===== config.mk =====
export PLATFORM = sky130hd
export DESIGN_NAME = regfile_mport
export DESIGN_NICKNAME = d
export VERILOG_FILES = /design/src/rtl/regfile_mport.sv
export SDC_FILE = /design/constraint.sdc
export NUM_CORES = 1
export LEC_CHECK = 0
export CAP_MARGIN = 20
export CELL_PAD_IN_SITES_DETAIL_PLACEMENT = 0
export CELL_PAD_IN_SITES_GLOBAL_PLACEMENT = 1
export CORE_MARGIN = 2
export CORE_UTILIZATION = 45
export CTS_CLUSTER_SIZE = 10
export DETAILED_ROUTE_END_ITERATION = 7
export GPL_ROUTABILITY_DRIVEN = 0
export MAX_ROUTING_LAYER = met4
export PLACE_DENSITY = 0.85
export SLEW_MARGIN = 20
export SYNTH_ARGS = -nofsm -noshare
export SYNTH_HDL_FRONTEND = slang
export SYNTH_SLANG_ARGS = --single-unit

===== constraint.sdc =====
create_clock -name clk -period 1.95 [get_ports clk]
set_input_delay 0.39 -clock clk [delete_from_list [all_inputs] [get_ports clk]]
set_output_delay 0.39 -clock clk [all_outputs]
set_load 0.03 [all_outputs]

===== src/rtl/regfile_mport.sv =====
// regfile_mport: NUM_REGS x DATA_W register file, one write port, two registered read ports
module regfile_mport #(
    parameter int DATA_W   = 8,
    parameter int ADDR_W   = 3,
    parameter bit ZERO_REG = 1'b0,
    parameter bit BYPASS   = 1'b1
) (
    input  logic                    clk,
    input  logic                    rst_n,
    input  logic                    en,
    input  logic                    wr_en,
    input  logic [ADDR_W-1:0]       wr_addr,
    input  logic [DATA_W-1:0]       wr_data,
    input  logic                    clr,
    input  logic                    rd_en_a,
    input  logic [ADDR_W-1:0]       rd_addr_a,
    output logic [DATA_W-1:0]       rd_data_a,
    output logic                    rd_valid_a,
    input  logic                    rd_en_b,
    input  logic [ADDR_W-1:0]       rd_addr_b,
    output logic [DATA_W-1:0]       rd_data_b,
    output logic                    rd_valid_b,
    output logic [(2**ADDR_W)-1:0]  wr_sel
);
    localparam int NUM_REGS = 2 ** ADDR_W;

    logic [DATA_W-1:0] regs_q [NUM_REGS];
    logic [DATA_W-1:0] regs_d [NUM_REGS];
    logic [DATA_W-1:0] rd_data_a_q, rd_data_a_d, rd_data_b_q, rd_data_b_d;
    logic              rd_valid_a_q, rd_valid_a_d, rd_valid_b_q, rd_valid_b_d;
    logic              clr_go;

    assign clr_go = en & clr;
    assign wr_sel = (en & wr_en & ~clr) ? NUM_REGS'(1) << wr_addr : '0;

    // value a read launched this cycle captures: hardwired zero, then same-cycle clear/write, then storage
    function automatic logic [DATA_W-1:0] read_val(input logic [ADDR_W-1:0] addr);
        if (ZERO_REG && addr == '0) return '0;
        if (BYPASS && clr_go) return '0;
        if (BYPASS && wr_sel[addr]) return wr_data;
        return regs_q[addr];
    endfunction

    // next storage contents: clear wins over write, register 0 ignores writes when hardwired
    always_comb begin
        for (int i = 0; i < NUM_REGS; i++)
            regs_d[i] = clr_go ? '0 : (wr_sel[i] && !(ZERO_REG && i == 0)) ? wr_data : regs_q[i];
    end

    // read launch per port; data holds when no read is launched
    always_comb begin
        rd_valid_a_d = en & rd_en_a;
        rd_valid_b_d = en & rd_en_b;
        rd_data_a_d  = rd_valid_a_d ? read_val(rd_addr_a) : rd_data_a_q;
        rd_data_b_d  = rd_valid_b_d ? read_val(rd_addr_b) : rd_data_b_q;
    end

    // state registers with asynchronous reset, which also aborts any pending read
    always_ff @(posedge clk or negedge rst_n) begin
        if (!rst_n) begin
            for (int i = 0; i < NUM_REGS; i++) regs_q[i] <= '0;
            rd_data_a_q  <= '0;
            rd_data_b_q  <= '0;
            rd_valid_a_q <= 1'b0;
            rd_valid_b_q <= 1'b0;
        end else begin
            for (int i = 0; i < NUM_REGS; i++) regs_q[i] <= regs_d[i];
            rd_data_a_q  <= rd_data_a_d;
            rd_data_b_q  <= rd_data_b_d;
            rd_valid_a_q <= rd_valid_a_d;
            rd_valid_b_q <= rd_valid_b_d;
        end
    end

    assign rd_data_a  = rd_data_a_q;
    assign rd_data_b  = rd_data_b_q;
    assign rd_valid_a = rd_valid_a_q;
    assign rd_valid_b = rd_valid_b_q;
endmodule


==> run metrics <==
EDFF count, synth=0; Yosys top cell by area=dfrtp_1; number of global-route vias before repair=3548; layout cells sized above 1=0.2660; # fillers=818; DRC errors left=0; Worst setup SP type=input pin; TritonCTS clock tree=built; count leader, synth=dfrtp_1; Die X=104.1 um; Clock Sinks=82; routed vias=3562; total global-route track usage=0.2480; placed instance area=0.005384 mm2; final count of negative-setup-slack endpoints=0; Power per Cell Area=631.4 mW/mm2; first-pass GRT wire length=19690 um; DR WL/cell=21.16 um; FMAX=521.3 MHz; RSZ-0062 raised after global routing=no; Worst Hold Class=in2async; Clock Latency Late Sink=360 ps; synth warn=0; endpoints failing hold=0; Least-Margin Pin Slew=509.0 ps; nets=489; starting DRC count in detailed routing=295; Yosys top cell area share=0.4552; Slew Viols, Final=0; Longest Clk Path Bufs=2; Avg Vias per Cell=5.907; Cells after Synth=388; CP Max Fanout=6; R2R cell count=4; largest net degree at the start of global routing=65; htree depth=3; dpl ws=-368.4 ps; leakage power=2.776 nW; worst setup margin=31.57 ps; first drt pass iteration count=5; Final ANT Viol Nets=0; Starting Density=0.4633; GRT overflow=0; Synth Net Count=412; CP arrival=1530 ps; total CTS buffers=9; TNS Setup=0 ps; WL final=12760 um; Synth async-reset ratio=1.000; synthesized flop and latch total=82; max_slew headroom=0.6596; post-route clock period utilization=0.9838; initial antenna violation count=0; diode count=0; commonest register cell after synthesis=dfrtp_1; CP Capture Type=output port; # IOs=50; post-synthesis sequential area ratio=0.4552; Die ar.=0.01083 mm2; CORE AREA=0.009729 mm2; Layout area overhead=26.37%; largest cells by area after synthesis=dfrtp_1, mux4_2, mux2i_1; Site Rows=36; Max VDD drop=363.8 uV; Post-Synthesis Cell Area=0.004508 mm2; cell area after layout=0.005697 mm2; Crit Path Category=in2out; Die Ht=104.1 um; Commonest cells post-synth=dfrtp_1, nor2_1, mux2i_1; dpl hpwl=9112 um; PortBufs=49; Clock transition at path regs=70 ps; Clock Skews=9.358 ps; Final Critical Period=1918 ps; CTS root buf=clkbuf_8; syn avg cell area=11.62 um2; Critical Path RT=1560 ps; max_cap viols=0; status=completed; post-synth cell types=26
## stage by stage
stage | std cells | util | power (mW) | hold WS [ps]
4_1_cts | 598 | 0.5784 | 3.596 | 519.5
3_3_place_gp | 580 | 0.5534 | 2.282 | 367.4
3_5_place_dp | 580 | 0.5534 | 2.290 | 369.0
6_report | 603 | 0.5855 | 3.597 | 516.6
5_1_grt | 603 | 0.5855 | 3.726 | 529.5
2_1_floorplan | 388 | - | 2.053 | 94.41
## per-layer routing
layer  track usage  up-vias  part of all wire
met4        0.1081        0             0.033
met1        0.3173     1832              0.42
met3       0.04261       27             0.055
met2        0.3919      137              0.49
met5             -        -                 0
li1              -     1566                 -
## final cells by class
type	instances	area, um2	area share
clock buffer	11	131.4	0.02306
timing repair buffer	104	967.2	0.1698
sequential	82	2052	0.3602
multi-input combinational	262	2278	0.4000
tap	133	166.4	0.02921
clock inverter	5	78.83	0.01384
inverter	6	22.52	0.003953
## worst paths after layout
kind / start / end / slack, ps
max reg2reg: regs_q[5] / rd_data_a[5] / 420
max: clr / wr_sel[7] / 30
max in group asynchronous: rst_n / regs_q[30] / 870
min: rst_n / regs_q[22] / 520
min reg2reg: rd_data_b[5] / rd_data_b[5] / 520
min in group clk: rd_data_b[5] / rd_data_b[5] / 520
## cell usage in the layout, fill, tap and decap left out, drive strengths merged, types with 2 or more instances in the layout
master	instances
a21oi	24
a221o	16
and3b	2
buf	62
bufinv	2
clkbuf	14
clkdlybuf4s50	32
clkinv	3
dfrtp	82
dlygate4sd2	3
dlymetal6s2s	2
inv	6
mux2i	56
mux4	32
nand2	27
nand2b	2
nor2	59
nor3	3
o21ai	24
o41ai	2
or3	3
or4	3
xor2	6
## critical path: stages
cell and delay [ps]:
dlygate4sd2_1 260, nand4b_1 280, buf_6 220, nor2_2 190, buf_4 200
## timing repair
| item | 4_1_cts | 5_1_grt |
|---|---|---|
| setup endpoints to repair | 8 | 15 |
| gates cloned | 0 | 1 |
| hold endpoints to repair | 32 | 0 |
| hold buffers | 1 | 0 |
| setup buffers | 1 | 4 |
| resized for setup | 14 | 7 |
| pin swaps | 3 | 2 |
## report_power, final
group,switching (mW),total (mW),leakage [nW],internal [mW]
clock,0.602,1.32,0.107,0.720
combinational,0.279,0.506,1.53,0.227
sequential,0.0320,1.77,1.14,1.74
## cells by family (layout without fill, tap and decap cells)
kind of cell,after synthesis,in the layout,synth area share
buffers and inverters,44,126,0.04274
flip-flops,82,82,0.4552
XOR/XNOR,6,6,0.01166
AO/OA/AOI/OAI,66,66,0.1010
multiplexers,88,88,0.2842
AND/OR/NAND/NOR,102,102,0.1052
## flip-flops by register name, indices dropped and copies added, names as in the netlist
register,cells
rd_valid_b,1
regs_q,64
rd_valid_a,1
rd_data_b,8
rd_data_a,8
Note: power is estimated with default switching activity, not from simulation.
